## src/rtl/button_debounce_pkg.sv

```systemverilog
// Shared types, defaults and helpers for the pushbutton debouncer and its synchroniser.
// The simulation defaults keep debounce and long-press windows short enough to step through.
`timescale 1ns/1ps
package button_debounce_pkg;

   typedef enum logic [1:0] {
      IDLE       = 2'd0,
      DB_PRESS   = 2'd1,
      HELD       = 2'd2,
      DB_RELEASE = 2'd3
   } btn_state_e;

`ifdef SIMULATION
   localparam int DEF_DEBOUNCE_CYCLES   = 4;
   localparam int DEF_LONG_PRESS_CYCLES = 32;
`else
   localparam int DEF_DEBOUNCE_CYCLES   = 1 << 17;
   localparam int DEF_LONG_PRESS_CYCLES = 1 << 24;
`endif

   localparam int SYNC_STAGES = 2;

   // Registered output bundle; every field is driven straight from a flop.
   typedef struct packed {
      logic pressed;
      logic press_pulse;
      logic release_pulse;
      logic long_pulse;
   } btn_out_t;

   // Width that holds the larger of the two cycle counts, including the saturation value.
   function automatic int cnt_width(input int a, input int b);
      int m;
      m = (a > b) ? a : b;
      return $clog2(m + 1);
   endfunction

endpackage

```

## src/rtl/button_debounce_if.sv

```systemverilog
// Button pin and conditioned event signals between the board logic and the debouncer.
`timescale 1ns/1ps
interface button_debounce_if;
   logic BTN_RAW;
   logic PRESSED;
   logic PRESS_PULSE;
   logic RELEASE_PULSE;
   logic LONG_PULSE;

   modport master (
      output BTN_RAW,
      input  PRESSED,
      input  PRESS_PULSE,
      input  RELEASE_PULSE,
      input  LONG_PULSE
   );

   modport slave (
      input  BTN_RAW,
      output PRESSED,
      output PRESS_PULSE,
      output RELEASE_PULSE,
      output LONG_PULSE
   );
endinterface

```

## src/rtl/button_debounce_sync.sv

```systemverilog
// Two-flop synchroniser for a single asynchronous board pin; clears to 0 on reset.
`timescale 1ns/1ps
module sync_2ff
   import button_debounce_pkg::*;
(
   input  logic CLK,
   input  logic RST,
   input  logic d,
   output logic q
);

   logic [SYNC_STAGES-1:0] stage_reg;

   always_ff @(posedge CLK) begin
      if (RST) begin
         stage_reg <= '0;
      end else begin
         stage_reg <= {stage_reg[SYNC_STAGES-2:0], d};
      end
   end

   assign q = stage_reg[SYNC_STAGES-1];

endmodule

```

## src/rtl/button_debounce.sv

```systemverilog
// Pushbutton conditioner: synchronise, debounce, and emit single-cycle press, release and
// long-press pulses alongside a clean held level.
`timescale 1ns/1ps
module button_debounce
   import button_debounce_pkg::*;
#(
   parameter bit ACTIVE_LOW        = 1'b1,
   parameter int DEBOUNCE_CYCLES   = DEF_DEBOUNCE_CYCLES,
   parameter int LONG_PRESS_CYCLES = DEF_LONG_PRESS_CYCLES
)(
   input  logic              CLK,
   input  logic              RST,
   button_debounce_if.slave  btn
);

   localparam int               CNT_W     = cnt_width(DEBOUNCE_CYCLES, LONG_PRESS_CYCLES);
   localparam logic [CNT_W-1:0] DB_LAST   = CNT_W'(DEBOUNCE_CYCLES - 1);
   localparam bit               LONG_EN   = (LONG_PRESS_CYCLES > 0);
   localparam logic [CNT_W-1:0] LONG_LAST = LONG_EN ? CNT_W'(LONG_PRESS_CYCLES - 1) : '0;
   localparam logic [CNT_W-1:0] LONG_SAT  = CNT_W'(LONG_PRESS_CYCLES);

   logic btn_level;
   logic s;

   btn_state_e       state_reg, state_next;
   logic [CNT_W-1:0] db_cnt_reg, db_cnt_next;
   logic [CNT_W-1:0] hold_cnt_reg, hold_cnt_next;
   logic             long_fired_reg, long_fired_next;
   btn_out_t         out_reg, out_next;

   // Normalise polarity so 1 always means "pressed" from here on.
   assign btn_level = btn.BTN_RAW ^ ACTIVE_LOW;

   sync_2ff u_sync (
      .CLK (CLK),
      .RST (RST),
      .d   (btn_level),
      .q   (s)
   );

   always_ff @(posedge CLK) begin
      if (RST) begin
         state_reg      <= IDLE;
         db_cnt_reg     <= '0;
         hold_cnt_reg   <= '0;
         long_fired_reg <= 1'b0;
         out_reg        <= '0;
      end else begin
         state_reg      <= state_next;
         db_cnt_reg     <= db_cnt_next;
         hold_cnt_reg   <= hold_cnt_next;
         long_fired_reg <= long_fired_next;
         out_reg        <= out_next;
      end
   end

   always_comb begin
      state_next      = state_reg;
      db_cnt_next     = '0;
      hold_cnt_next   = hold_cnt_reg;
      long_fired_next = long_fired_reg;
      out_next        = '0;
      out_next.pressed = out_reg.pressed;

      // Hold timing runs for as long as the debounced level says pressed, so a
      // rejected release bounce neither restarts it nor re-arms the long pulse.
      if (LONG_EN && out_reg.pressed) begin
         if (hold_cnt_reg != LONG_SAT) begin
            hold_cnt_next = hold_cnt_reg + 1'b1;
         end
         if (hold_cnt_reg == LONG_LAST && !long_fired_reg) begin
            out_next.long_pulse = 1'b1;
            long_fired_next     = 1'b1;
         end
      end

      case (state_reg)
         IDLE: begin
            if (s) begin
               state_next = DB_PRESS;
            end
         end
         DB_PRESS: begin
            if (!s) begin
               state_next = IDLE;
            end else if (db_cnt_reg == DB_LAST) begin
               state_next           = HELD;
               out_next.press_pulse = 1'b1;
               out_next.pressed     = 1'b1;
               hold_cnt_next        = '0;
               long_fired_next      = 1'b0;
            end else begin
               db_cnt_next = db_cnt_reg + 1'b1;
            end
         end
         HELD: begin
            if (!s) begin
               state_next = DB_RELEASE;
            end
         end
         DB_RELEASE: begin
            if (s) begin
               state_next = HELD;
            end else if (db_cnt_reg == DB_LAST) begin
               // An accepted release outranks a long pulse due on the same edge.
               state_next             = IDLE;
               out_next.release_pulse = 1'b1;
               out_next.pressed       = 1'b0;
               out_next.long_pulse    = 1'b0;
            end else begin
               db_cnt_next = db_cnt_reg + 1'b1;
            end
         end
         default: begin
            state_next      = IDLE;
            hold_cnt_next   = '0;
            long_fired_next = 1'b0;
            out_next        = '0;
         end
      endcase
   end

   assign btn.PRESSED       = out_reg.pressed;
   assign btn.PRESS_PULSE   = out_reg.press_pulse;
   assign btn.RELEASE_PULSE = out_reg.release_pulse;
   assign btn.LONG_PULSE    = out_reg.long_pulse;

endmodule

```

## src/flat_wrapper.sv

```systemverilog
// flat-port wrapper written by rule: the top's interface ports become plain ports
module button_debounce_flat import button_debounce_pkg::*;
#(
   parameter bit ACTIVE_LOW        = 1'b1,
   parameter int DEBOUNCE_CYCLES   = DEF_DEBOUNCE_CYCLES,
   parameter int LONG_PRESS_CYCLES = DEF_LONG_PRESS_CYCLES
)
  (CLK, RST, btn_BTN_RAW, btn_PRESSED, btn_PRESS_PULSE, btn_RELEASE_PULSE, btn_LONG_PULSE);
  button_debounce_if btn_i ();
  input  logic CLK;
  input  logic RST;
  input wire logic [$bits(btn_i.BTN_RAW)-1:0] btn_BTN_RAW;
  output wire logic [$bits(btn_i.PRESSED)-1:0] btn_PRESSED;
  output wire logic [$bits(btn_i.PRESS_PULSE)-1:0] btn_PRESS_PULSE;
  output wire logic [$bits(btn_i.RELEASE_PULSE)-1:0] btn_RELEASE_PULSE;
  output wire logic [$bits(btn_i.LONG_PULSE)-1:0] btn_LONG_PULSE;
  assign btn_i.BTN_RAW = btn_BTN_RAW;
  assign btn_PRESSED = btn_i.PRESSED;
  assign btn_PRESS_PULSE = btn_i.PRESS_PULSE;
  assign btn_RELEASE_PULSE = btn_i.RELEASE_PULSE;
  assign btn_LONG_PULSE = btn_i.LONG_PULSE;
  button_debounce #(.ACTIVE_LOW(ACTIVE_LOW), .DEBOUNCE_CYCLES(DEBOUNCE_CYCLES), .LONG_PRESS_CYCLES(LONG_PRESS_CYCLES)) u_core (.CLK(CLK), .RST(RST), .btn(btn_i));
endmodule
```

## config.mk

```make
export PLATFORM = sky130hd
export DESIGN_NAME = button_debounce_flat
export DESIGN_NICKNAME = d
export VERILOG_FILES = /design/src/rtl/button_debounce_pkg.sv /design/src/rtl/button_debounce_if.sv /design/src/rtl/button_debounce_sync.sv /design/src/rtl/button_debounce.sv /design/src/flat_wrapper.sv
export SDC_FILE = /design/constraint.sdc
export NUM_CORES = 1
export LEC_CHECK = 0
export BUFFER_PORTS_ARGS = -buffer_cell sky130_fd_sc_hd__buf_2
export CORE_MARGIN = 3
export CORE_UTILIZATION = 55
export CTS_BUF_LIST = sky130_fd_sc_hd__clkbuf_4 sky130_fd_sc_hd__clkbuf_8 sky130_fd_sc_hd__clkbuf_16
export DETAILED_ROUTE_END_ITERATION = 10
export GPL_TIMING_DRIVEN = 0
export HOLD_SLACK_MARGIN = 0.05
export PLACE_DENSITY = 0.74
export SLEW_MARGIN = 15
export SYNTH_ARGS = -nofsm -noshare
export SYNTH_HDL_FRONTEND = slang
export SYNTH_SLANG_ARGS = --single-unit
```

## constraint.sdc

```tcl
create_clock -name CLK -period 2.5 [get_ports CLK]
set_input_delay 0.375 -clock CLK [delete_from_list [all_inputs] [get_ports CLK]]
set_output_delay 0.375 -clock CLK [all_outputs]
set_load 0.01 [all_outputs]
```

==> impl_metrics.toml <==
[logic_synthesis]
ys_seq_area_share_pct = 44.3
synth-simple-area-share_pct = 32.8
synthMuxAreaShare_pct = 0.752
synth_xor_area_share_pct = 14.8
ys.warnings.count = 0
synth_top_family_by_area = "simple AND/OR/NAND/NOR gates"
synth_top_area_share_pct = 44.3
synth_cells = 293
synth_fa_ha_area_share_pct = 1.41
synth-seq-cells = 59
yosys.area.top_type = "dfxtp_1"
ys_top_cells_by_area = "dfxtp_1, xor2_1, nor2_1"
syn_avg_cell_area_um2 = 9.09
synth_area_mm2 = 0.00266
syn_nets = 299
synth_compound_area_share_pct = 2.91
synth_cell_types = 40

[power_and_ir_drop]
p_seq_share_pct = 51.6
power_mw = 1.85
clkPwrFrac_pct = 44.9
power_density_mw_per_mm2 = 627
worst_ir_drop_vdd_v = 0.000379
switching_share_pct = 21.0
leakage_nw = 1.05
intPower_mw = 1.46
p_comb_share_pct = 3.4
power.switching_mw = 0.389

[die]
ios = 7
rows = 24
dieWidth_um = 75.6
start_util_pct = 59.1
core_mm2 = 0.00450
die_h_um = 75.6
die-area_mm2 = 0.00571

[setup_path]
crit_path_start_kind = "flop"
cp_num_buf_inv = 1
critical_path_required_ps = 2720
max_stage_delay_ps = 370
critPathTopFamily = "simple AND/OR/NAND/NOR gates"
cp.arrival_ps = 2180
cp-end-kind = "flop"
path_cells = "ha_1, nand4_1, nor4_4, nand3_4, o21ai_4, buf_6, nor2_2"
critical_path.slowest_cell = "dfxtp_1"
worst-r2r-cell-count = 7
r2r_end = "u_core.hold_cnt_reg[6]"
crit_type = "reg -> reg"
r2r_start = "u_core.db_cnt_reg[0]"
cp_max_fo = 10
ff2ff_setup_slack_ps = 540

[clock_tree]
cts_max_level = 3
cts-resized-gates = 0
clk_path_buf_depth = 2
cts.sinks = 59
numCtsBuffers = 9
cts_setup_buffers = 0
worstSkewPairLatency_ps = 330
clkTransAtPathRegs_ps = 60
root_buffer = "clkbuf_8"
cts_tree = "yes"
cts_hold_buf = 0

[final_layout]
nFillCells = 397
register_area_mm2 = 0.00118
fin_area_mm2 = 0.00295
area_delta_synth_final_pct = 10.9
multi_input_area_mm2 = 0.00140
diodes = 0
num-nets-final = 315
drive_gt1_share_pct = 15.6
finalNonFillerCells = 366

[routing]
routed_wl_um = 4720
drc = 0
firstDrtPassIters = 4
detail-route-antenna-nets = 0
viasPerCell = 5.54
vias = 2028
wl_per_cell_um = 12.9
drtIter0Drc = 82

[global_routing]
gr-total-overflow = 0
track_usage_pct = 19.5
grt_pass1_vias = 1995
grt_pass1_wl_um = 8560
antenna_found_initial = 0
grt_start_max_net_pins = 11

[timing]
rsz0062_at_grt = "no"
min_period_ps = 1960
finalMaxSlewViolations = 0
fin_skew_ps = 6.51
fmax_mhz = 510
period_share_pct = 78.4
finalSetupViolations = 0
timing.hold.ws_ps = 199
hold_viol = 0
slew-limit-headroom_pct = 59.1
finalSetupTns_ps = 0
worst_pin_slew_ps = 609

[placed_design]
routabilityCongestion = 0.761
placed_area_mm2 = 0.00275
port_buffers = 5
dp_hpwl_um = 3260
dpl.cell_count = 350

[min_path]
holdPathEnd = "u_core.u_sync.stage_reg[0]"
hold_start = "btn_BTN_RAW"
holdPathStages = 2
hold_path_class = "in -> reg"

[job]
max-cap-violations = 0

[status]
status = "complete, no violations"
-- worst reg2reg max path, delay by kind of cell, from the launching register on --
family / cells / cell delay (ps)
adders and majority gates: 1 / 220
and+or+nand+nor: 4 / 750
DFF: 1 / 370
buffers and inverters: 1 / 220
AOI/OAI and AO/OA: 1 / 300
-- kinds of logic (layout without fill, tap and decap cells) --
group / after synthesis / in the layout
buf+inv: 16 / 37
mux: 2 / 2
xor+xnor: 45 / 45
compound gates: 10 / 10
fa+ha+maj: 3 / 3
simple gates: 158 / 158
flops: 59 / 59
-- through the flow --
stage               util (%)  setup slack (ps)
detailed placement      61.1               522
global placement        61.1               543
global route            65.6               359
finish                  65.6               541
floorplan                  -               757
CTS                     65.6               517
-- worst max path at each step --
stage                              endpoint  slack, ps  depth (start not counted)                    from
finish               u_core.hold_cnt_reg[6]        540                          7    u_core.db_cnt_reg[0]
floorplan           u_core.hold_cnt_reg[11]        760                          6   u_core.db_cnt_reg[17]
detailed placement   u_core.hold_cnt_reg[7]        520                          7    u_core.db_cnt_reg[0]
CTS                  u_core.hold_cnt_reg[7]        520                          7    u_core.db_cnt_reg[0]
global placement    u_core.hold_cnt_reg[11]        540                          7    u_core.db_cnt_reg[0]
global route         u_core.hold_cnt_reg[1]        360                          7  u_core.hold_cnt_reg[0]
-- Yosys cell counts, drive strengths merged --
cell type and count:
and2 2, inv 9, nor2b 1, o21ai 2, xor2 25, buf 5
and3 8, xnor2 20, o31ai 1, o211a 1, nor4b 2, nand3 14
a311o 1, or3 2, nor2 63, clkbuf 2, a21oi 4, o211ai 1
dfxtp 59, and4 3, nand3b 1, nor3 9, nand4 17, or4 3
nand2 21, mux2i 2, nor4 11, ha 3, nand2b 1
-- layer usage --
metal | part of all wire, % | GRT usage [%] | vias up | routed length [um]
met4 | 2.9 | 11.1 | 0 | 137
met1 | 44 | 21.6 | 947 | 2090
met3 | 2.4 | 3.96 | 13 | 111
met5 | 0 | 0 | - | 0
li1 | - | - | 1037 | -
met2 | 50 | 34.7 | 31 | 2380
-- placed cells by master (no fill, tap or decap), types with 4 or more instances in the layout --
master    synthesis  final
dfxtp_1          59     59
nor2_1           52     52
xor2_1           25     25
nand2_1          21     21
xnor2_1          20     20
nand4_1          14     14
nand3_1          13     13
clkbuf_8          0     13
nor2_2           11     11
inv_1             9      9
nor3_1            9      9
buf_2             3      8
nor4_1            8      8
and3_1            7      7
a21oi_1           4      4
-- area by class of cell --
| type | instances | area share (%) |
|---|---|---|
| tap | 52 | 2.20 |
| inverter | 9 | 1.14 |
| timing repair buffer | 5 | 0.847 |
| buffer | 7 | 1.53 |
| multi-input combinational | 218 | 47.5 |
| sequential | 59 | 40.0 |
| clock buffer | 15 | 6.57 |
| clock inverter | 1 | 0.169 |
-- power groups by stage --
stage	sequential (mW)	clock [mW]	combinational [mW]
final	0.956	0.833	0.0635
after global routing	0.958	0.874	0.0714
after CTS	0.957	0.848	0.0646
after detailed placement	0.977	0	0.0641
after global placement	0.977	0	0.0615
after floorplan	0.977	0	0.0466
Note: power is estimated with default switching activity, not from simulation.
